### config.mk
export PLATFORM = sky130hd
export DESIGN_NAME = mems_spi_arbiter
export DESIGN_NICKNAME = d
export VERILOG_FILES = /design/src/rtl/mems_pkg.sv /design/src/rtl/mems_spi_watchdog.sv /design/src/rtl/mems_spi_arbiter.sv
export SDC_FILE = /design/constraint.sdc
export NUM_CORES = 1
export LEC_CHECK = 0
export BUFFER_PORTS_ARGS = -buffer_cell sky130_fd_sc_hd__buf_2
export CORE_MARGIN = 2
export CORE_UTILIZATION = 50
export CTS_CLUSTER_SIZE = 40
export DETAILED_ROUTE_END_ITERATION = 10
export GPL_ROUTABILITY_DRIVEN = 0
export GPL_TIMING_DRIVEN = 0
export HOLD_SLACK_MARGIN = 0.12
export PLACE_DENSITY = 0.79
export REMOVE_ABC_BUFFERS = 1
export SLEW_MARGIN = 20
export SYNTH_ARGS = -nofsm -noshare
export SYNTH_HDL_FRONTEND = slang
export SYNTH_SLANG_ARGS = --single-unit
### constraint.sdc
create_clock -name clk -period 3.72 [get_ports clk]
set_input_delay 1.116 -clock clk [delete_from_list [all_inputs] [get_ports clk]]
set_output_delay 1.116 -clock clk [all_outputs]
set_load 0.02 [all_outputs]
### src/rtl/mems_pkg.sv
// Shared types and constants for the MEMS DAC SPI arbiter.
package mems_pkg;

  localparam int unsigned MEMS_DATA_W = 24;
  localparam int unsigned WD_W        = 16;

  typedef logic [2:0] state_t;

  localparam state_t ST_IDLE      = 3'd0;
  localparam state_t ST_START     = 3'd1;
  localparam state_t ST_WAIT_BUSY = 3'd2;
  localparam state_t ST_WAIT_DONE = 3'd3;
  localparam state_t ST_ACK       = 3'd4;

  localparam logic GNT_SCAN = 1'b0;
  localparam logic GNT_HOST = 1'b1;

endpackage

### src/rtl/mems_spi_watchdog.sv
// Cycle counter shared by the busy-rise and busy-fall windows of a transfer.
module mems_spi_watchdog
  import mems_pkg::*;
(
  input  logic            clk,
  input  logic            rst,
  input  logic            clr,
  input  logic            en,
  input  logic [WD_W-1:0] limit,
  output logic            expired_c
);

  localparam int unsigned CMP_W = WD_W + 1;

  logic [WD_W-1:0] cnt_q;

  // The cycle that enters a window is counted as its first cycle.
  always_ff @(posedge clk) begin
    if (rst) begin
      cnt_q <= '0;
    end else if (clr) begin
      cnt_q <= WD_W'(1);
    end else if (en && (cnt_q != '1)) begin
      cnt_q <= cnt_q + WD_W'(1);
    end
  end

  assign expired_c = en && ((CMP_W'(cnt_q) + CMP_W'(1)) >= CMP_W'(limit));

endmodule

### src/rtl/mems_spi_arbiter.sv
// Round-robin arbiter sharing the MEMS DAC SPI master between scan and host requesters.
module mems_spi_arbiter
  import mems_pkg::*;
#(
  parameter int unsigned DATA_W    = MEMS_DATA_W,
  parameter int unsigned BUSY_WAIT = 4,
  parameter int unsigned TIMEOUT   = 1024
) (
  input  logic              clk,
  input  logic              rst,
  input  logic              scan_req,
  input  logic [DATA_W-1:0] scan_data,
  output logic              scan_ack,
  input  logic              host_req,
  input  logic [DATA_W-1:0] host_data,
  output logic              host_ack,
  input  logic              pause,
  output logic              spi_start,
  output logic [DATA_W-1:0] spi_data,
  input  logic              spi_busy,
  output logic              grant_host,
  output logic              xfer_err,
  output logic              spi_timeout,
  output logic [15:0]       xfer_count
);

  state_t          state_q;
  state_t          state_d;
  logic            rr_host_next_q;
  logic            scan_ok_c;
  logic            pick_host_c;
  logic            grant_c;
  logic            set_err_c;
  logic            set_timeout_c;
  logic            wd_clr_c;
  logic            wd_en_c;
  logic            wd_expired_c;
  logic [WD_W-1:0] wd_limit_c;

  // Watchdog controls depend only on state and busy, keeping the FSM loop-free.
  assign wd_en_c    = (state_q == ST_WAIT_BUSY) || (state_q == ST_WAIT_DONE);
  assign wd_clr_c   = (state_q == ST_START) || ((state_q == ST_WAIT_BUSY) && spi_busy);
  assign wd_limit_c = (state_q == ST_WAIT_DONE) ? WD_W'(TIMEOUT) : WD_W'(BUSY_WAIT);

  mems_spi_watchdog u_watchdog (
    .clk       (clk),
    .rst       (rst),
    .clr       (wd_clr_c),
    .en        (wd_en_c),
    .limit     (wd_limit_c),
    .expired_c (wd_expired_c)
  );

  always_ff @(posedge clk) begin
    if (rst) begin
      state_q <= ST_IDLE;
    end else begin
      state_q <= state_d;
    end
  end

  // Next state and arbitration decision.
  always_comb begin
    state_d       = state_q;
    grant_c       = 1'b0;
    set_err_c     = 1'b0;
    set_timeout_c = 1'b0;
    scan_ok_c     = scan_req && !pause;
    pick_host_c   = host_req && (!scan_ok_c || rr_host_next_q);
    case (state_q)
      ST_IDLE: begin
        if (host_req || scan_ok_c) begin
          grant_c = 1'b1;
          state_d = ST_START;
        end
      end
      ST_START: begin
        state_d = ST_WAIT_BUSY;
      end
      ST_WAIT_BUSY: begin
        if (spi_busy) begin
          state_d = ST_WAIT_DONE;
        end else if (wd_expired_c) begin
          state_d   = ST_ACK;
          set_err_c = 1'b1;
        end
      end
      ST_WAIT_DONE: begin
        if (!spi_busy) begin
          state_d = ST_ACK;
        end else if (wd_expired_c) begin
          state_d       = ST_ACK;
          set_err_c     = 1'b1;
          set_timeout_c = 1'b1;
        end
      end
      ST_ACK: begin
        state_d = ST_IDLE;
      end
      default: begin
        state_d = ST_IDLE;
      end
    endcase
  end

  // Registered outputs, derived from the upcoming state so they align with it.
  always_ff @(posedge clk) begin
    if (rst) begin
      spi_start      <= 1'b0;
      spi_data       <= '0;
      grant_host     <= GNT_SCAN;
      rr_host_next_q <= 1'b1;
      scan_ack       <= 1'b0;
      host_ack       <= 1'b0;
      xfer_err       <= 1'b0;
      spi_timeout    <= 1'b0;
      xfer_count     <= '0;
    end else begin
      spi_start <= (state_d == ST_START) && (state_q == ST_IDLE);
      scan_ack  <= (state_d == ST_ACK) && (grant_host == GNT_SCAN);
      host_ack  <= (state_d == ST_ACK) && (grant_host == GNT_HOST);
      xfer_err  <= set_err_c;
      if (grant_c) begin
        spi_data       <= pick_host_c ? host_data : scan_data;
        grant_host     <= pick_host_c ? GNT_HOST : GNT_SCAN;
        rr_host_next_q <= !pick_host_c;
      end
      if (set_timeout_c) begin
        spi_timeout <= 1'b1;
      end
      if (state_q == ST_ACK) begin
        xfer_count <= xfer_count + 16'd1;
      end
    end
  end

endmodule
; After elaboration in Yosys (flattened, before gate mapping)
; Cells that the tools add are included.
[word_totals]
ff_bits = 66
output_inout_bits = 46
[op_classes]
magnitude_cmp = 1
n_addsub = 3
bitwise = 1
eq_ne = 7
reduce_logical = 18
n_mux = 17
[op_table]
columns = operator, n
row1 = adder 16 x 1 -> 16 bit (second input constant), 2
row2 = two-way mux 24 bit, 1
row3 = adder 16 x 1 -> 17 bit (second input constant), 1
row4 = >= comparator 17 x 11 -> 1 bit, 1
row5 = inequality test 16 bit (second input constant), 1
row6 = two-way mux 3 bit, 4
row7 = one-hot mux 3 bit (4 select lines), 1
row8 = two-way mux 11 bit, 1
row9 = two-way mux 1 bit, 9
row10 = logical AND 1 bit, 8
row11 = equality test 3 x 1 -> 1 bit (second input constant), 2
row12 = equality test 3 x 2 -> 1 bit (second input constant), 2
row13 = equality test 3 bit (second input constant), 2
row14 = logical OR 1 bit, 4
row15 = logical NOT 1 bit, 3
row16 = logical NOT 3 bit, 1
row17 = one-hot mux 1 bit (2 select lines), 1
row18 = nonzero test 2 bit, 1
row19 = OR reduction 2 bit, 1
row20 = inverter 1 bit, 1

; Depth between registers and ports, before layout
[logic_depth]
depth_word = 9
mapped_depth = 10
mapped_depth_nobuf = 9

; Hierarchy
; Synthesis repeated with hierarchy kept, for this count alone.
[hier_totals]
hier_cells = 389
area_unflattened_um2 = 3374.5
[modules_own_cells]
columns = module, cells_per_inst, area_each_um2, n_inst
row1 = mems_spi_arbiter, 212, 1994.4, 1
row2 = mems_spi_watchdog, 177, 1380.1, 1

; Least setup slack after synthesis
; No wires, ideal clock.
[synth_timing]
kind = register -> register
from = register u_watchdog.cnt_q[0]
to = register host_ack
required_time_ps = 3605
path_buffers = 1
setup_ps = 115
synth_period_minus_slack_ps = 2398
slack_ps = 1322
stages_incl_launch_ff = 11
arrival_time_ps = 2284
path_cell_list = dfxtp_1 ha_1 buf_2 nand3_1 nor3_1 xnor2_1 ha_1 nor3_1 and4_1 o221a_4 a2111oi_0
[synth_via]
elab_chain_len = 8
word_cells_on_any_way = 9
classes_between = add/sub: 1 / order compare: 1 / eq/ne: 1 / mux: 4 / reduce/logical: 2
[synth_lines]
columns = item, line_no
row1 = from (decl), mems_spi_watchdog.sv:15  ; logic [WD_W-1:0] cnt_q;
row2 = from (signal assigned), mems_spi_watchdog.sv:24  ; cnt_q <= cnt_q + WD_W'(1);
row3 = adder 16 x 1 -> 17 bit (*), mems_spi_watchdog.sv:28  ; assign expired_c = en && ((CMP_W'(cnt_q) + CMP_W'(1)) >= CMP_W'(limit));
row4 = >= comparator 17 x 11 -> 1 bit (*), mems_spi_watchdog.sv:28
row5 = logical AND 1 bit (*), mems_spi_watchdog.sv:28
row6 = two-way mux 3 bit (*), "mems_spi_arbiter.sv:83, mems_spi_arbiter.sv:91"
row7 = "two-way mux 3 bit, on equally long branches", "mems_spi_arbiter.sv:89, mems_spi_arbiter.sv:81"
row8 = one-hot mux 3 bit (4 select lines) (*), mems_spi_arbiter.sv:70  ; case (state_q)
row9 = equality test 3 bit (*), mems_spi_arbiter.sv:121  ; host_ack <= (state_d == ST_ACK) && (grant_host == GNT_HOST);
row10 = logical AND 1 bit (*), mems_spi_arbiter.sv:121
row11 = to (signal assigned), mems_spi_arbiter.sv:121
row12 = to (decl), mems_spi_arbiter.sv:16  ; output logic host_ack,
; Mark *: on every way between the ends. The rest lies on a longest branch, timed or not.
; A chain may end at the register's enable or synchronous reset.

; Worst setup path in the final report
[layout_timing]
from = register u_watchdog.cnt_q[0]
to = register scan_ack
[layout_via]
elab_chain_len = 8
word_cells_on_any_way = 9
classes_between = add/sub: 1 / order compare: 1 / eq/ne: 1 / mux: 4 / reduce/logical: 2
[layout_lines]
columns = item, line_no
row1 = adder 16 x 1 -> 17 bit (*), mems_spi_watchdog.sv:28
row2 = >= comparator 17 x 11 -> 1 bit (*), mems_spi_watchdog.sv:28
row3 = logical AND 1 bit (*), mems_spi_watchdog.sv:28
row4 = two-way mux 3 bit (*), "mems_spi_arbiter.sv:83, mems_spi_arbiter.sv:91"
row5 = "two-way mux 3 bit, on equally long branches", "mems_spi_arbiter.sv:89, mems_spi_arbiter.sv:81"
row6 = one-hot mux 3 bit (4 select lines) (*), mems_spi_arbiter.sv:70
row7 = equality test 3 bit (*), mems_spi_arbiter.sv:120  ; scan_ack <= (state_d == ST_ACK) && (grant_host == GNT_SCAN);
row8 = logical AND 1 bit (*), mems_spi_arbiter.sv:120
row9 = to (signal assigned), mems_spi_arbiter.sv:120
row10 = to (decl), mems_spi_arbiter.sv:13  ; output logic scan_ack,
; Marks and branches as above.

==> run metrics <==
post-synth top area cell=dfxtp_1; post_cts resized=0; Fin. Hold Viols=0; DR vias=2723; worst slack, placed=0.590 ns; most common cell after layout, fill and taps aside=buf_2; dpl hpwl=4840 um; RSZ-0062 raised after global routing=false; cell count after synthesis=320; Die W=81.2 um; fin nets=469; Initial Util=51.0%; die area=0.00660 mm^2; Worst Max-Slew Pin Slew=0.906 ns; Skew-Pair Late Insertion Delay=0.34 ns; worst-path fanout max=8; PnR worst setup slack=0.833 ns; Core Area=0.00585 mm^2; initial antenna violation count=0; largest net degree at the start of global routing=52; Setup Buffers After CTS=0; # IOs=100; most frequent cells in the layout=99 x buf_2, 66 x dfxtp_1, 57 x nor2_1; drt wl/cell=14.0 um; placed insts=474; Slew headroom=39.3%; R2R depth=9; Post-Syn Area=0.00298 mm^2; Top FF cell, synth=dfxtp_1; layout cells sized above 1=30.9%; DRT iter0 DRCs=205; share of the synthesized area in the top cell type=44.3%; DRT antenna net count=0; reg2reg setup slack=0.83 ns; Net Sw Frac=34.5%; critical path class=flop to flop; Seq pwr share=43.9%; DR vias/cell=5.57; fmax=346 MHz; Layout area overhead=22.0%; P_int=1.28 mW; Overflow after GRT=0; Worst R2R End=scan_ack$_SDFF_PP0_; Final Non-Filler Cells=489; max-cap violation count=0; number of global-route vias before repair=2526; setup TNS=0 ns; nature of the critical path endpoint=flop; Ys Warns=0; WHS Path Cells=2; Site Rows=28; first-pass GRT wire length=11200 um; final WL=6830 um; Die Height=81.2 um; reg2reg start=u_watchdog.cnt_q[0]$_SDFFE_PP0P_; final critical-path share of the clock period=77.6%; sequential-to-total area share from yosys stat=44.3%; post-synthesis area per instance=9.32 um^2; hold_ws=0.464 ns; Hold Buf Count CTS=0; fraction of registers with async set/reset=0%; Netlist cell types=48; status=complete, no violations; # diodes=0; CTS Sinks=66; Final min period=2.89 ns; fillers=490; Leakage=1.60 nW; Clock transition at path regs=0.07 ns; worst min-delay path category=flop to flop; largest cells by area after synthesis=dfxtp_1 44%, a222oi_1 8.1%, nor2_1 7.3%; port bufs=99; startpoint types=flop; Final Slew Violations=0; sink of the worst hold path=spi_timeout$_SDFFE_PP0P_; number of synthesized register bits=66; PD cells=538 mW/mm^2; first-pass iteration count of the detailed router=7; Num CTS Buffers=9; clk_skew=0.00734 ns; Longest Clk Path Bufs=2; final setup fails=0; Worst Path Required=3.93 ns; H-tree Lvls=3; number of flops mapped to enable cells by yosys=0; drt drc=0; gr usage total=21.9%; beginning of the worst hold path=spi_timeout$_SDFFE_PP0P_; VDD IR max=0.000353 V; sw power=0.676 mW; clock network fraction of design power=27.3%; Root Buffer=clkbuf_8; CTS tree=built; Critical Path AT=3.10 ns; Logic pwr share=28.8%
## cell usage after synthesis (all sizes together) (5+ instances only)
master   n
nand4    8
xor2    22
a222oi  24
and3     5
nor2    58
ha       5
a21oi    5
buf     12
nor3     6
inv      6
clkbuf  10
nand3   15
xnor2    9
nand2   14
dfxtp   66
and4     6
nand2b   6
## per-layer routing
metal	up-vias	global-route usage [%]	wire, um
li1	1350	-	-
met1	1266	27.0	2990
met2	95	35.5	3290
met3	12	6.89	443
met4	0	8.98	113
met5	-	0	0
## through the flow
| step | utilization, % | total power [mW] | area [um^2] |
|---|---|---|---|
| final | 62.2 | 1.96 | 3640 |
| after global routing | 62.2 | 2.06 | 3640 |
| after CTS | 62.2 | 1.97 | 3640 |
| after detailed placement | 59.3 | 1.43 | 3470 |
| after global placement | 58.9 | 1.40 | 3440 |
| after floorplan | - | 1.23 | 2850 |
## critical path: stages, from the launching register on
cell and delay (ns):
dfxtp_1 0.43, ha_1 0.39, nand3_1 0.19, nor3_1 0.41, xnor2_1 0.19, ha_1 0.18
nor3_1 0.05, and4_1 0.21, o221a_4 0.28, a2111oi_0 0.43
## worst max path at each step
stage,startpoint,end,slack [ns],cells past startpoint
finish,u_watchdog.cnt_q[0]$_SDFFE_PP0P_,scan_ack$_SDFF_PP0_,0.83,9
global route,u_watchdog.cnt_q[0]$_SDFFE_PP0P_,scan_ack$_SDFF_PP0_,0.41,9
CTS,u_watchdog.cnt_q[0]$_SDFFE_PP0P_,scan_ack$_SDFF_PP0_,0.82,9
detailed placement,pause,spi_data[6]$_SDFFE_PP0P_,0.59,6
global placement,pause,spi_data[4]$_SDFFE_PP0P_,0.21,6
floorplan,pause,spi_data[0]$_SDFFE_PP0P_,0.84,5
## registers in the layout, indices dropped and copies added (netlist names)
signal	count
state_q	3
u_watchdog.cnt_q	16
host_ack	1
grant_host	1
rr_host_next_q	1
scan_ack	1
xfer_count	16
spi_start	1
xfer_err	1
spi_timeout	1
spi_data	24
## layout make-up
cell class	instances	area (um^2)	share of cell area (%)
clock inverter	2	12.5	0.344
multi-input combinational	226	1520	41.6
inverter	6	22.5	0.619
sequential	66	1320	36.3
clock buffer	13	159	4.37
tap	75	93.8	2.58
timing repair buffer	101	514	14.1
## kinds of logic after synthesis
kind of cell               after synthesis  synth area share, %
adders and majority gates                5                 2.10
and+or+nand+nor                        134                 22.9
DFF                                     66                 44.3
AOI/OAI and AO/OA                       52                 15.2
xor gates and xnor gates                31                 9.11
muxes                                    4                 1.34
buffers and inverters                   28                 5.04
## power groups by stage
stage | sequential, mW | combinational [mW] | clock (mW)
floorplan | 0.943 | 0.286 | 0
global placement | 0.869 | 0.529 | 0
detailed placement | 0.869 | 0.564 | 0
CTS | 0.858 | 0.564 | 0.546
global route | 0.871 | 0.618 | 0.575
finish | 0.860 | 0.564 | 0.534
(Power assumes the default switching activity.)
